## config.mk

```make
export PLATFORM = sky130hd
export DESIGN_NAME = tile_column_loader
export DESIGN_NICKNAME = d
export VERILOG_FILES = /design/src/rtl/tile_pkg.sv /design/src/rtl/tile_fifo4.sv /design/src/rtl/tile_column_loader.sv
export SDC_FILE = /design/constraint.sdc
export NUM_CORES = 1
export LEC_CHECK = 0
export CORE_MARGIN = 5
export CORE_UTILIZATION = 37
export CTS_CLUSTER_DIAMETER = 60
export CTS_CLUSTER_SIZE = 28
export DETAILED_ROUTE_END_ITERATION = 6
export PLACE_DENSITY = 0.77
export SETUP_SLACK_MARGIN = 0.5
export SLEW_MARGIN = 20
export SYNTH_ARGS = -nofsm -noshare
export SYNTH_HDL_FRONTEND = slang
export SYNTH_SLANG_ARGS = --single-unit
```

## constraint.sdc

```tcl
create_clock -name clk -period 2.4 [get_ports clk]
set_input_delay 0.48 -clock clk [delete_from_list [all_inputs] [get_ports clk]]
set_output_delay 0.48 -clock clk [all_outputs]
set_load 0.03 [all_outputs]
```

## src/rtl/tile_pkg.sv

```systemverilog
// rtl/tile_pkg.sv - shared types and constants for the tile column loader
package tile_pkg;

  typedef enum logic [1:0] {TGT_TM, TGT_TS, TGT_PAL, TGT_RSVD} tgt_sel_t;
  typedef enum logic [1:0] {IDLE, FILL, DRAIN, DONE} fsm_state_t;

  localparam int TILE_ROWS = 15;
  localparam int TILE_COLS = 20;
  localparam logic [3:0] LAST_ROW = 4'(TILE_ROWS - 1);
  localparam logic [4:0] LAST_COL = 5'(TILE_COLS - 1);

  // Tilemap is 32 columns wide in memory; only 20 are visible.
  function automatic logic [12:0] tm_cell_addr(input logic [3:0] row, input logic [4:0] col);
    return {4'b0000, row, col};
  endfunction

endpackage

```

## src/rtl/tile_fifo4.sv

```systemverilog
// rtl/tile_fifo4.sv - 4-deep show-ahead FIFO carrying {row, level byte}
module tile_fifo4 (
  input  logic        clk,
  input  logic        reset_n,
  input  logic        i_push,
  input  logic [11:0] i_din,
  input  logic        i_pop,
  output logic [11:0] o_dout,
  output logic [2:0]  o_count
);

  logic [11:0] r_mem [0:3];
  logic [1:0]  r_wr_ptr;
  logic [1:0]  r_rd_ptr;
  logic [2:0]  r_count;
  logic        w_push;
  logic        w_pop;

  assign w_pop  = i_pop && (r_count != 3'd0);
  assign w_push = i_push && ((r_count != 3'd4) || w_pop);

  always_ff @(posedge clk or negedge reset_n) begin
    if (!reset_n) begin
      r_wr_ptr <= 2'd0;
      r_rd_ptr <= 2'd0;
      r_count  <= 3'd0;
    end else begin
      if (w_push) r_wr_ptr <= r_wr_ptr + 2'd1;
      if (w_pop)  r_rd_ptr <= r_rd_ptr + 2'd1;
      r_count <= r_count + {2'b00, w_push} - {2'b00, w_pop};
    end
  end

  always_ff @(posedge clk) begin
    if (w_push) r_mem[r_wr_ptr] <= i_din;
  end

  assign o_dout  = r_mem[r_rd_ptr];
  assign o_count = r_count;

endmodule

```

## src/rtl/tile_column_loader.sv

```systemverilog
// rtl/tile_column_loader.sv - host/column-fill arbiter for tilemap, tileset and palette ports
module tile_column_loader
  import tile_pkg::*;
#(
  parameter int LVL_ADDR_BITS = 20,
  parameter int SRC_BITS      = 16
) (
  input  logic                     clk,
  input  logic                     reset_n,
  input  logic                     host_req,
  input  logic [1:0]               host_sel,
  input  logic                     host_we,
  input  logic [13:0]              host_addr,
  input  logic [23:0]              host_wdata,
  output logic                     host_gnt,
  output logic                     host_rvalid,
  output logic [23:0]              host_rdata,
  input  logic                     col_start,
  input  logic [4:0]               col_dst,
  input  logic [SRC_BITS-1:0]      col_src,
  output logic                     col_busy,
  output logic                     col_done,
  output logic                     col_err,
  output logic                     lvl_rd,
  output logic [LVL_ADDR_BITS-1:0] lvl_addr,
  input  logic [7:0]               lvl_rdata,
  output logic [12:0]              tm_address,
  output logic                     tm_we,
  output logic [7:0]               tm_din,
  input  logic [7:0]               tm_dout,
  output logic [13:0]              ts_address,
  output logic                     ts_we,
  output logic [3:0]               ts_din,
  input  logic [3:0]               ts_dout,
  output logic [3:0]               palette_address,
  output logic                     palette_we,
  output logic [23:0]              palette_din,
  input  logic [23:0]              palette_dout
);

  fsm_state_t          r_state;
  logic [4:0]          r_dst;
  logic [SRC_BITS-1:0] r_src;
  logic [3:0]          r_row;
  logic                r_pend;
  logic [3:0]          r_pend_row;
  logic                r_last_loader;
  logic                r_col_err;
  logic                r_rvalid;
  tgt_sel_t            r_rsel;

  tgt_sel_t            w_sel;
  logic [11:0]         w_fifo_dout;
  logic [2:0]          w_fifo_count;
  logic [2:0]          w_occ;
  logic                w_fifo_empty;
  logic                w_host_act;
  logic                w_host_tm;
  logic                w_host_ts;
  logic                w_host_pal;
  logic                w_conflict;
  logic                w_ld_wr;
  logic                w_gnt;
  logic                w_rd;
  logic                w_drained;

  tile_fifo4 u_fifo (
    .clk     (clk),
    .reset_n (reset_n),
    .i_push  (r_pend),
    .i_din   ({r_pend_row, lvl_rdata}),
    .i_pop   (w_ld_wr),
    .o_dout  (w_fifo_dout),
    .o_count (w_fifo_count)
  );

  assign w_sel        = tgt_sel_t'(host_sel);
  assign w_fifo_empty = (w_fifo_count == 3'd0);
  // Host is masked during reset so every port output reads zero while reset_n is low.
  assign w_host_act   = host_req && reset_n;
  assign w_host_tm    = w_host_act && (w_sel == TGT_TM);
  assign w_host_ts    = w_host_act && (w_sel == TGT_TS);
  assign w_host_pal   = w_host_act && (w_sel == TGT_PAL);
  assign w_conflict   = w_host_tm && !w_fifo_empty;
  assign w_ld_wr      = !w_fifo_empty && (!w_host_tm || !r_last_loader);
  assign w_gnt        = w_host_act && !(w_host_tm && w_ld_wr);

  // Outstanding reads count against FIFO space so captured data always fits.
  assign w_occ        = w_fifo_count + {2'b00, r_pend};
  assign w_rd         = (r_state == FILL) && (w_occ < 3'd4);
  assign w_drained    = (w_fifo_count == {2'b00, w_ld_wr}) && !r_pend;

  always_ff @(posedge clk or negedge reset_n) begin
    if (!reset_n) begin
      r_state       <= IDLE;
      r_dst         <= 5'd0;
      r_src         <= '0;
      r_row         <= 4'd0;
      r_pend        <= 1'b0;
      r_pend_row    <= 4'd0;
      r_last_loader <= 1'b0;
      r_col_err     <= 1'b0;
      r_rvalid      <= 1'b0;
      r_rsel        <= TGT_TM;
    end else begin
      r_col_err  <= 1'b0;
      r_pend     <= w_rd;
      r_pend_row <= r_row;
      r_rvalid   <= w_gnt && !host_we;
      r_rsel     <= w_sel;
      if (w_conflict) r_last_loader <= w_ld_wr;
      case (r_state)
        IDLE: begin
          if (col_start) begin
            if (col_dst <= LAST_COL) begin
              r_dst   <= col_dst;
              r_src   <= col_src;
              r_row   <= 4'd0;
              r_state <= FILL;
            end else begin
              r_col_err <= 1'b1;
            end
          end
        end
        FILL: begin
          if (w_rd) begin
            r_row <= r_row + 4'd1;
            if (r_row == LAST_ROW) r_state <= DRAIN;
          end
        end
        DRAIN: if (w_drained) r_state <= DONE;
        DONE:  r_state <= IDLE;
        default: r_state <= IDLE;
      endcase
    end
  end

  assign col_busy = (r_state == FILL) || (r_state == DRAIN);
  assign col_done = (r_state == DONE);
  assign col_err  = r_col_err;
  assign lvl_rd   = w_rd;
  assign lvl_addr = w_rd ? {r_src, r_row} : '0;

  assign host_gnt    = w_gnt;
  assign host_rvalid = r_rvalid;

  assign tm_we      = w_ld_wr || (w_host_tm && w_gnt && host_we);
  assign tm_address = w_ld_wr ? tm_cell_addr(w_fifo_dout[11:8], r_dst) :
                      (w_host_tm && w_gnt) ? host_addr[12:0] : 13'd0;
  assign tm_din     = w_ld_wr ? w_fifo_dout[7:0] :
                      (w_host_tm && w_gnt && host_we) ? host_wdata[7:0] : 8'd0;

  assign ts_address      = w_host_ts ? host_addr : 14'd0;
  assign ts_we           = w_host_ts && host_we;
  assign ts_din          = ts_we ? host_wdata[3:0] : 4'd0;
  assign palette_address = w_host_pal ? host_addr[3:0] : 4'd0;
  assign palette_we      = w_host_pal && host_we;
  assign palette_din     = palette_we ? host_wdata : 24'd0;

  always_comb begin
    host_rdata = 24'd0;
    if (r_rvalid) begin
      case (r_rsel)
        TGT_TM:  host_rdata = {16'd0, tm_dout};
        TGT_TS:  host_rdata = {20'd0, ts_dout};
        TGT_PAL: host_rdata = palette_dout;
        default: host_rdata = 24'd0;
      endcase
    end
  end

endmodule

```

* After elaboration in Yosys (flattened, before gate mapping)
Memory sizes are Yosys's and may differ from the RTL's. Cells that the tools add are included. W data, S select, Z words.
Cells by class: mux-type cells 26, add/subtract/negate cells 6, equality and inequality tests 15, reduce and logical (&&, ||, !) cells 36, order comparisons 2
Operator list (number):
- $pmux W24 S3 | 1
- $mux W24 | 2
- $mux W13 | 2
- $mux W20 | 1
- $mux W4 | 5
- $logic_and A1 B1 Y1 | 17
- $mux W8 | 2
- $mux W14 | 1
- $mux W2 | 5
- $eq A2 B2 Y1 const B | 4
- $ne A2 B2 Y1 const B | 4
- $pmux W2 S4 | 1
- $pmux W4 S2 | 1
- $add A3 B1 Y3 | 2
- $eq A2 B1 Y1 const B | 3
- $logic_not A1 Y1 | 6
- $logic_not A2 Y1 | 3
- $le A5 B5 Y1 const B | 1
- $mux W1 | 5
- $reduce_and A5 Y1 | 1
- $add A2 B1 Y2 const B | 2
- $add A4 B1 Y4 const B | 1
- $eq A4 B4 Y1 const B | 1
- $logic_or A1 B1 Y1 | 4
- 10 further kinds | 10
Word-level totals: RAM bits 48, input port bits 110, memories kept 1, register bits 44, output and inout bits 120
Memory list:
- u_fifo.r_mem | words 4, bits a word 12, rd ports 1, clocked after memory_dff 0, write ports 1, RTL line tile_fifo4.sv:12 | logic [11:0] r_mem [0:3];

* Depth between registers and ports, before layout
Gate-level depths: netlist of the first run.
depth after elaboration 12, depth in mapped cells 12, depth with buffers taken out 9

* Cells and area by module
From an unflattened synthesis of the first run, not the netlist that was laid out.
Unflattened totals: cells, all modules 386, area total of the unflattened synthesis 4758.3 um^2
By module, submodules not included:
- tile_column_loader | sequential area each 925.9 um^2, area each 2608.8 um^2, instances 1, cells an instance 289
- tile_fifo4 | sequential area each 1616.6 um^2, area each 2149.6 um^2, instances 1, cells an instance 97

* Worst setup path before layout of the first run
No wires, ideal clock.
path type in2reg, start point input host_sel[1], end point register u_fifo.r_count[2] (netlist: u_fifo.o_count[2]), buffers on the path 2, slack -81 ps, stages on the path 11, data arrival time 2357 ps, data required time 2276 ps, cell sequence and4bb_2 a21oi_1 buf_2 buf_2 ha_1 inv_1 ha_1 inv_1 fa_1 xnor2_1 xnor2_1
On the way: cells in the longest elaborated chain, start to end 10
RTL lines:
- start, declared | RTL line tile_column_loader.sv:11 | input logic [1:0] host_sel,
- $logic_not A2 Y1 * | RTL line tile_column_loader.sv:81 | assign w_host_tm = w_host_act && (w_sel == TGT_TM);
- $logic_and A1 B1 Y1 * | RTL line tile_column_loader.sv:81
- $logic_not A1 Y1 * | RTL line tile_column_loader.sv:85 | assign w_ld_wr = !w_fifo_empty && (!w_host_tm || !r_last_loader);
- $logic_or A1 B1 Y1 * | RTL line tile_column_loader.sv:85
- $logic_and A1 B1 Y1 * | RTL line tile_column_loader.sv:85
- $logic_and A1 B1 Y1 * | RTL line tile_fifo4.sv:19 | assign w_pop = i_pop && (r_count != 3'd0);
- named net u_fifo.w_pop | RTL line tile_fifo4.sv:17 | logic w_pop;
- $logic_or A1 B1 Y1 | RTL line tile_fifo4.sv:20 | assign w_push = i_push && ((r_count != 3'd4) || w_pop);
- $logic_and A1 B1 Y1 | RTL line tile_fifo4.sv:20
- $add A3 B1 Y3 | RTL line tile_fifo4.sv:30 | r_count <= r_count + {2'b00, w_push} - {2'b00, w_pop};
- $sub A3 B1 Y3 * | RTL line tile_fifo4.sv:30
- end signal, assigned | RTL line tile_fifo4.sv:30
- end, declared | RTL line tile_fifo4.sv:15 | logic [2:0] r_count;
Mark *: on every way through the listed nets, which the timed path passes. The rest lies on a longest branch. A chain may end at the register's enable or synchronous reset.

* Worst setup path in the final report of the first run
start point register u_fifo.r_rd_ptr[0], end point output tm_address[8]
On the way: cells in the longest elaborated chain, start to end 2
RTL lines:
- start, declared | RTL line tile_fifo4.sv:14 | logic [1:0] r_rd_ptr;
- start signal, assigned | RTL line tile_fifo4.sv:29 | if (w_pop) r_rd_ptr <= r_rd_ptr + 2'd1;
- $mem_v2 Z4 W12
- $mux W13 | RTL line tile_column_loader.sv:148 | assign tm_address = w_ld_wr ? tm_cell_addr(w_fifo_dout[11:8], r_dst) :
- end, declared | RTL line tile_column_loader.sv:27 | output logic [12:0] tm_address,
No other way between the ends.

==> metrics, run 1 <==
critical path class reg -> out; Tmin final 2.30 ns; Slew HR 60.7%; drt via density 5.16; metal2 WL 10800 um; input/output buffers 229; ys async rst share 47.8%; Arr. time, crit path 1.82 ns; Synth cell types 43; CTS Hold Bufs 0; Synth Cell Area 4820 um^2; syn avg cell area 11.7 um^2; FF-to-FF setup slack 0.21 ns; final wirelength 19500 um; Worst Setup SP u_fifo.r_rd_ptr[0]$_DFFE_PN0P_; Setup TNS Final 0 ns; met3 wire length 1170 um; Worst Setup End Kind output port; 1st-pass router iterations 4; DRT met1 WL 6860 um; status complete, no violations; PD cells 973 nW/um^2; top cells by count, synth and2_1 (50), and3_1 (48), edfxtp_1 (48); Seq/Total Area, Yosys 52.7%; Startpoint Class register; most numerous cell in the Yosys netlist and2_1; fin nets 832; fin util 75.0%; starting density of the core 37.9%; Yosys top cell by area edfxtp_1; Synth area leaders edfxtp_1 (30%), dfrtp_1 (23%), and2_1 (6.5%); total gr overflow 0; Post-Layout Cell Count 885; TritonCTS buffer count 9; Area growth syn-to-layout 97.7%; Max clock buf depth 2; number of synthesized flops with an enable pin 48; layout cell share with drive strength beyond 1 58.3%; Reg-to-Reg Start u_fifo.o_count[1]$_DFF_PN0_; Die ar. 15400 um^2; f_max 435 MHz; yosys warns 0; Iter 0 DRT Violations 258; CTS tree built; core area 12700 um^2; vias in the first global route 4784; via count 4569; number of core rows 41; Mapped Cells 414; Final Hold Fails 0; Worst Hold Class in -> async; Setup crit end tm_address[8]; dominant synthesized flop cell edfxtp_1; Least-Margin Pin Slew 0.590 ns; drt drc 0; Seq cells post-synth 92; number of max-cap violations 0; HPWL after DPL 11900 um; Crit path required time 1.92 ns; I/O Pins 230; Inst Count DP 813; Layout fillers 773; first-pass GRT wire length 26700 um; final setup vio count 0; Synth Net Count 538; CTS Sinks 92; fin. max-slew vios 0; Tcrit/Tclk final 95.7%; GPL Wtd Cong 0.848; share of the synthesized area in the top cell type 29.9%; GRT Total Usage 23.1%; critical-path maximum fanout 7; peak supply drop 0.569 mV; Pleak 3.99 nW; RSZ-0062 raised after global routing true; clk_lat worst skew 0.34 ns; r2r endpoint u_fifo.o_count[2]$_DFF_PN0_; Ant. Diodes 0; initial antenna violation count 0; die height 124 um; largest net degree at the start of global routing 45; Die Wd 124 um; CTS Root Cell clkbuf_16; Final ANT Viol Nets 0; H-tree Lvls 3; Worst Reg-to-Reg Cells 12; Worst-path clk slew 0.07 ns; skew final 0.00638 ns; top layer in use met4; routed len/inst 22.1 um
## worst min path at each step
stage                     cells after the start                    start  slack (ns)                           end
after floorplan                               0                  reset_n        0.18             col_err$_DFF_PN0_
after global placement                        0  r_pend_row[1]$_DFF_PN0_        0.47  u_fifo.r_mem[0][9]$_DFFE_PP_
after detailed placement                      0  r_pend_row[1]$_DFF_PN0_        0.48  u_fifo.r_mem[3][9]$_DFFE_PP_
after CTS                                     2                  reset_n        0.24     r_last_loader$_DFFE_PN0P_
after global routing                          2                  reset_n        0.29     r_last_loader$_DFFE_PN0P_
final                                         2                  reset_n        0.24     r_last_loader$_DFFE_PN0P_
## kinds of logic (layout without fill, tap and decap cells)
| logic type | count (synthesis) | after routing | synth area share (%) |
|---|---|---|---|
| buffers and inverters | 41 | 340 | 3.58 |
| adder cells (fa/ha/maj) | 14 | 14 | 3.79 |
| XOR/XNOR | 7 | 7 | 1.43 |
| AND/OR/NAND/NOR | 172 | 172 | 19.8 |
| multiplexers | 45 | 45 | 13.0 |
| flip-flops | 92 | 92 | 52.7 |
| AO/OA/AOI/OAI | 43 | 43 | 5.71 |
## layer usage
metal	up-vias	track usage [%]
met4	0	8.42
met1	2282	25.1
li1	2066	-
met2	173	44.1
met3	48	4.68
met5	-	0
## critical path: stages, from the launching register on
cell,delay (ns)
dfrtp_2,0.43
buf_12,0.12
buf_16,0.12
mux4_2,0.52
nand2_2,0.09
o21ai_4,0.05
buf_6,0.14
## flip-flops by register name, summed over array words and instances, names as in the netlist, 2 cells and up
register / flops
r_row: 4
u_fifo.r_rd_ptr: 2
u_fifo.o_count: 3
u_fifo.r_wr_ptr: 2
r_src: 16
r_rsel: 2
u_fifo.r_mem: 48
r_state: 2
r_dst: 5
r_pend_row: 4
## what timing repair did
action                     CTS  global route
resized for setup          243            74
buffers inserted            30            11
setup endpoints to repair  170           181
pin swaps                   45            42
gates cloned                15             0
## area by class of cell
class | count | area (um^2) | share of cell area (%)
clock inverters | 7 | 66.3 | 0.695
clock buffers | 9 | 225 | 2.36
multi-input cells | 281 | 2830 | 29.7
well taps | 172 | 215 | 2.26
inverters | 12 | 50.0 | 0.525
flip-flops and latches | 92 | 2550 | 26.8
repair buffers | 312 | 3600 | 37.7
## stage by stage
stage	cell area [um^2]	hold WS [ns]	setup WS, ns	total power, mW
global placement	7620	0.472	-0.210	6.41
finish	9540	0.239	0.103	9.28
global route	9540	0.290	0.0368	9.71
CTS	9160	0.241	0.117	9.03
floorplan	5210	0.184	0.0896	5.16
detailed placement	7620	0.481	-0.260	6.52
## cells in the final DEF, fill, tap and decap left out, types with 3 or more instances in the layout
cell type and n:
inv_8 4, buf_2 3, buf_6 126, clkbuf_16 9, o21ai_0 7, xnor2_1 4, inv_1 8, o21ai_1 3
dfrtp_2 8, dfrtp_1 36, clkdlybuf4s50_1 104, o21ai_2 5, edfxtp_1 48, nand2_2 16, buf_16 10, nand2_1 27
dlygate4sd2_1 3, o21ai_4 13, and3_1 4, mux2i_1 8, nor2_1 8, and3_4 44, and2_4 42, and2_1 7
buf_12 22, mux4_2 12, mux2_2 22, buf_4 38, buf_8 3, ha_1 9
## report_power, final
group          total, mW  leakage (nW)  switching [mW]  internal (mW)
Sequential          2.52         0.968           0.368           2.15
Combinational       5.37          2.88            2.60           2.77
Clock               1.39         0.145           0.654          0.734
(Power assumes the default switching activity.)
==> run 2, diff against run 1 <==
--- a/config.mk
+++ b/config.mk
@@ -5,12 +5,12 @@
 export SDC_FILE = /design/constraint.sdc
 export NUM_CORES = 1
 export LEC_CHECK = 0
-export CORE_MARGIN = 5
-export CORE_UTILIZATION = 37
+export CORE_MARGIN = 2
+export CORE_UTILIZATION = 45
 export CTS_CLUSTER_DIAMETER = 60
 export CTS_CLUSTER_SIZE = 28
 export DETAILED_ROUTE_END_ITERATION = 6
-export PLACE_DENSITY = 0.77
+export PLACE_DENSITY = 0.87
 export SETUP_SLACK_MARGIN = 0.5
 export SLEW_MARGIN = 20
 export SYNTH_ARGS = -nofsm -noshare
==> constraint.sdc (replaced) <==
create_clock -name clk -period 2.75 [get_ports clk]
set_input_delay 0.55 -clock clk [delete_from_list [all_inputs] [get_ports clk]]
set_output_delay 0.55 -clock clk [all_outputs]
set_load 0.03 [all_outputs]
==> run 2 against run 1 <==
  * Worst hold slack better by 0.13 ns
  * Sequential share of layout area grew 3.9 points
  * Die area down 25%
  * Via count up 2.0%
  * Setup slack better by 0.19 ns
  * Design area down 13%
  * Critical path type unchanged
  * Highest routed layer unchanged
==> metrics, run 2 (synthesized netlist as in run 1, its figures left out) <==
first-pass GRT wire length 24400 um (-8.9%); largest net degree at the start of global routing 45 (unchanged); Reg power frac 29.5% (+2.3 points); drt drc 0 (unchanged); Iter 0 DRT Violations 373 (+45%); Tmin final 2.46 ns; critical-path maximum fanout 6 (-1); Sw Pwr 3.18 mW (-12%); starting density of the core 46.5% (+8.6 points); vias in the first global route 4536 (-5.2%); number of max-cap violations 0 (unchanged); max FFs per register 48 (unchanged); 1st-pass router iterations 5 (+1); initial antenna violation count 0 (unchanged); Crit path required time 2.20 ns (+0.28 ns); total gr overflow 0 (unchanged); final setup vio count 0 (unchanged); fin worst setup slack 0.290 ns (+0.187 ns); pre-CTS WS -0.0882 ns (+0.172 ns); Internal Power 4.57 mW (-19%); peak supply drop 0.894 mV (+57%); Die ar. 11600 um^2 (-25%); Setup TNS Final 0 ns (unchanged); Largest Register u_fifo.r_mem; f_max 407 MHz; Top Registers u_fifo.r_mem x48, r_src x16, r_dst x5; CP Cell Sequence nor3_4 -> a21oi_4 -> buf_6 -> buf_12 -> buf_6 -> o21ai_2 -> buf_6; skew final 0.0135 ns (+0.00707 ns); Overall Power 7.75 mW (-17%); Pleak 3.70 nW (-7.1%); Worst Hold Class in -> async; layout cell share with drive strength beyond 1 44.8% (-14 points); Inst Count DP 779 (-4.2%); routed len/inst 22.8 um (+3.3%); fin util 80.3% (+5.3 points); Final Hold Fails 0 (unchanged); Area growth syn-to-layout 72.6%; Max clock buf depth 2 (unchanged); Worst-path clk slew 0.10 ns (+0.03 ns); Gate power share 57.2% (-0.7 points); CTS Sinks 92 (unchanged); Arr. time, crit path 1.91 ns (+0.09 ns); Clk network pwr share 13.3% (-1.7 points); Slew HR 62.0% (+1.4 points); Post-Layout Cell Count 833 (-5.9%); clk_lat worst skew 0.37 ns (+0.03 ns); GPL Wtd Cong 0.901 (+6.2%); fin. max-slew vios 0 (unchanged); die height 108 um (-13%); max incr delay on CP 0.48 ns (-0.04 ns); Tcrit/Tclk final 89.4%; number of core rows 37 (-9.8%); Top Family by Delay on Critical Path buffers and inverters; I/O Pins 230 (unchanged); most common cell after layout, fill and taps aside clkdlybuf4s50_1; H-tree Lvls 3 (unchanged); critical path's slowest cell dfrtp_2; Die Wd 108 um (-13%); most frequent cells in the layout clkdlybuf4s50_1 (107), buf_4 (92), buf_6 (53); HPWL after DPL 11200 um (-6.3%); Final ANT Viol Nets 0 (unchanged); RSZ-0062 raised after global routing true; fin nets 816 (-1.9%); Startpoint Class register; CTS tree built; Least-Margin Pin Slew 0.570 ns (-0.0203 ns); Worst Setup End Kind output port; input/output buffers 229 (unchanged); CTS Root Cell clkbuf_8; GRT Total Usage 27.6% (+4.5 points); sw frac 41.0% (+1.9 points); drt via density 5.59 (+8.3%); Ant. Diodes 0 (unchanged); Buf+Inv Stages, Crit Path 4 (+1); core area 10400 um^2 (-18%); critical path class reg -> out; TritonCTS buffer count 9 (unchanged); final wirelength 19000 um (-2.8%); via count 4659 (+2.0%); PD cells 930 nW/um^2 (-4.4%); CTS Hold Bufs 0 (unchanged); status complete, no violations; CP most frequent cell buf_6
## run 2: changes by cell type in the layout (fill, tap and decap cells not counted), moves of 10 or more
cell,before,now
and3_4,44,20
buf_12,22,8
and2_4,42,4
and3_1,4,29
buf_4,38,92
and2_1,7,47
o21ai_4,13,3
buf_6,126,53
buf_2,3,19
## run 2: final timing paths
path	startpoint	endpoint	slack, ns	cells past startpoint
min reg2reg	r_pend_row[0]$_DFF_PN0_	u_fifo.r_mem[0][8]$_DFFE_PP_	0.51	0
min in group clk	host_sel[1]	r_rsel[1]$_DFF_PN0_	0.39	2
min	reset_n	r_src[10]$_DFFE_PN0P_	0.37	2
max reg2reg	u_fifo.o_count[2]$_DFF_PN0_	u_fifo.o_count[2]$_DFF_PN0_	0.33	11
max in group asynchronous	reset_n	u_fifo.o_count[2]$_DFF_PN0_	1.96	2
max	u_fifo.o_count[2]$_DFF_PN0_	tm_din[0]	0.29	7
## run 2: what timing repair did
item                       in CTS  in global routing
gates cloned                    6                  5
hold endpoints to repair        0                  0
setup endpoints to repair     121                 91
buffers inserted               17                 10
resized for setup             181                 84
pin swaps                      23                 23
## run 2: metrics by stage
| step | instance area (um^2) | hold slack (ns) |
|---|---|---|
| after floorplan | 4920 | 0.254 |
| after global placement | 7290 | 0.467 |
| after detailed placement | 7290 | 0.489 |
| final | 8330 | 0.367 |
| after CTS | 7890 | 0.346 |
| after global routing | 8330 | 0.375 |
## run 2: power groups by stage
stage	combinational [mW]	clock, mW	sequential (mW)
CTS	3.71	1.00	2.22
finish	4.43	1.03	2.28
floorplan	2.17	0	2.06
global placement	3.08	0	2.18
detailed placement	3.17	0	2.22
global route	4.62	1.09	2.32
## run 2: layer usage
layer,track usage (%),routed length [um]
met5,0,0
met4,12.2,718
met3,7.45,1610
met2,48.4,10000
met1,31.5,6630
## run 2: cell type report
cell class | count | area (um^2)
fillers | 544 | 2040
flip-flops and latches | 92 | 2550
multi-input cells | 282 | 2510
well taps | 136 | 170
inverters | 12 | 45.0
clock inverters | 7 | 96.3
clock buffers | 9 | 124
repair buffers | 295 | 2830
==> run 3, diff against run 2 <==
--- a/config.mk
+++ b/config.mk
@@ -5,7 +5,6 @@
 export SDC_FILE = /design/constraint.sdc
 export NUM_CORES = 1
 export LEC_CHECK = 0
-export CORE_MARGIN = 2
 export CORE_UTILIZATION = 45
 export CTS_CLUSTER_DIAMETER = 60
 export CTS_CLUSTER_SIZE = 28
==> run 3 against run 2 <==
  * Clock power shrank 12%
  * Via count up 1.4%
  * Sequential share of layout area shrank 0.15 points
  * Critical path type unchanged
  * Largest cell class unchanged
==> metrics, run 3 (synthesized netlist as in run 1, its figures left out) <==
status complete, no violations; critical-path maximum fanout 5 (-1); 1st-pass router iterations 5 (unchanged); Die Wd 106 um (-1.9%); I/O Pins 230 (unchanged); Hold Slack 0.357 ns (-0.00982 ns); fin nets 813 (-0.37%); fin. max-slew vios 0 (unchanged); TritonCTS buffer count 9 (unchanged); Iter 0 DRT Violations 416 (+12%); skew final 0.0265 ns (+0.0131 ns); Ant. Diodes 0 (unchanged); GRT Total Usage 30.5% (+2.9 points); Internal Power 4.56 mW (-0.22%); fin worst setup slack 0.290 ns (-0.0000340 ns); Worst Setup End Kind output port; initial antenna violation count 0 (unchanged); Arr. time, crit path 1.91 ns (about the same); final setup vio count 0 (unchanged); CTS tree built; post-route cell area 8360 um^2 (+0.44%); HPWL after DPL 11100 um (-0.81%); Die ar. 11100 um^2 (-3.7%); Worst Hold Class in -> async; CTS Root Cell clkbuf_8; Overall Power 7.82 mW (+0.95%); f_max 407 MHz (about the same); drt via density 5.69 (+1.8%); Area after DPL 7290 um^2 (about the same); Tcrit/Tclk final 89.4% (about the same); Top Registers u_fifo.r_mem x48, r_src x16, r_dst x5; final wirelength 18800 um (-1.3%); H-tree Lvls 3 (unchanged); Max clock buf depth 2 (unchanged); Clk network pwr share 11.6% (-1.7 points); Setup TNS Final 0 ns (unchanged); Pleak 3.69 nW (-0.43%); Tmin final 2.46 ns (+0.0000340 ns); max FFs per register 48 (unchanged); drt drc 0 (unchanged); GPL Wtd Cong 0.941 (+4.5%); number of max-cap violations 0 (unchanged); RSZ-0062 raised after global routing true; CTS Hold Bufs 0 (unchanged); core area 10400 um^2 (unchanged); Reg power frac 29.2% (-0.3 points); Gate power share 59.2% (+2.0 points); die height 106 um (-1.9%); routed len/inst 22.6 um (-0.95%); PD cells 935 nW/um^2 (+0.51%); critical path class reg -> out; CTS Sinks 92 (unchanged); number of core rows 37 (unchanged); fin util 80.6% (+0.35 points); largest net degree at the start of global routing 45 (unchanged); input/output buffers 229 (unchanged); clk_lat worst skew 0.37 ns (about the same); Post-Layout Cell Count 830 (-0.36%); Worst-path clk slew 0.11 ns (about the same); Final ANT Viol Nets 0 (unchanged); Largest Register u_fifo.r_mem; starting density of the core 46.5% (unchanged); sw frac 41.7% (+0.68 points); Crit path required time 2.20 ns (about the same); Slew HR 58.7% (-3.4 points); via count 4726 (+1.4%); most common cell after layout, fill and taps aside clkdlybuf4s50_1; layout cell share with drive strength beyond 1 45.7% (+0.91 points); Layout fillers 548 (+0.74%); Startpoint Class register; Final Hold Fails 0 (unchanged); first-pass GRT wire length 25600 um (+5.2%); Sw Pwr 3.26 mW (+2.6%); vias in the first global route 4659 (+2.7%); Inst Count DP 777 (-0.26%); pre-CTS WS -0.0309 ns (+0.0573 ns); most frequent cells in the layout clkdlybuf4s50_1 (106), buf_4 (83), buf_6 (60); Least-Margin Pin Slew 0.620 ns (+0.0504 ns); total gr overflow 0 (unchanged); peak supply drop 0.774 mV (-13%); Area growth syn-to-layout 73.3%
-- run 3: cell types whose count changed in the layout (fill, tap and decap cells not counted), sizes merged --
cell	change
inv	-2
and2	-1
bufinv	-1
clkdlybuf4s50	-1
dlygate4sd2	+1
dlymetal6s2s	+1
-- run 3: power by group through the flow --
| stage | Combinational (mW) | Sequential (mW) | Clock, mW |
|---|---|---|---|
| floorplan | 2.17 | 2.06 | 0 |
| global placement | 3.07 | 2.19 | 0 |
| detailed placement | 3.18 | 2.22 | 0 |
| CTS | 4.04 | 2.21 | 0.883 |
| global route | 4.81 | 2.31 | 0.953 |
| finish | 4.63 | 2.28 | 0.910 |
-- run 3: repair_timing --
item                       in CTS  in global routing
cloned                          7                  0
pin swaps                      33                  7
setup buffers                  23                  7
setup endpoints to repair     167                 99
resized for setup             193                 90
-- run 3: final cells by class --
type	instances	area [um^2]	area share, %
inverter	12	45.0	0.539
timing repair buffer	293	2870	34.3
tap	136	170	2.03
clock inverter	4	51.3	0.613
multi-input combinational	281	2540	30.4
clock buffer	12	135	1.62
sequential	92	2550	30.5
-- run 3: per-layer routing --
layer | share of wire (%) | track usage, % | vias up
li1 | - | - | 2020
met1 | 35 | 34.1 | 2314
met2 | 53 | 55.9 | 309
met3 | 7.3 | 5.88 | 83
met4 | 5.3 | 14.1 | 0
met5 | 0 | 0 | -
-- run 3: worst max-delay path: stages (launching register included) --
cell and delay, ns:
dfrtp_2 0.43, buf_6 0.12, nor3_4 0.23, a21oi_4 0.06
buf_6 0.14, buf_6 0.12, buf_8 0.14, o21ai_4 0.15
buf_6 0.15
-- run 3: worst paths after layout --
| path | slack, ns | cells after the start | endpoint | from |
|---|---|---|---|---|
| worst min register to register | 0.50 | 0 | u_fifo.r_mem[0][9]$_DFFE_PP_ | r_pend_row[1]$_DFF_PN0_ |
| min in group clk | 0.41 | 2 | r_rsel[0]$_DFF_PN0_ | host_sel[0] |
| worst max-delay path | 0.29 | 8 | tm_address[3] | u_fifo.o_count[0]$_DFF_PN0_ |
| worst max register to register | 0.31 | 13 | u_fifo.o_count[2]$_DFF_PN0_ | u_fifo.o_count[0]$_DFF_PN0_ |
| max in group asynchronous | 1.94 | 2 | u_fifo.o_count[2]$_DFF_PN0_ | reset_n |
| worst min-delay path | 0.36 | 2 | r_rsel[0]$_DFF_PN0_ | reset_n |
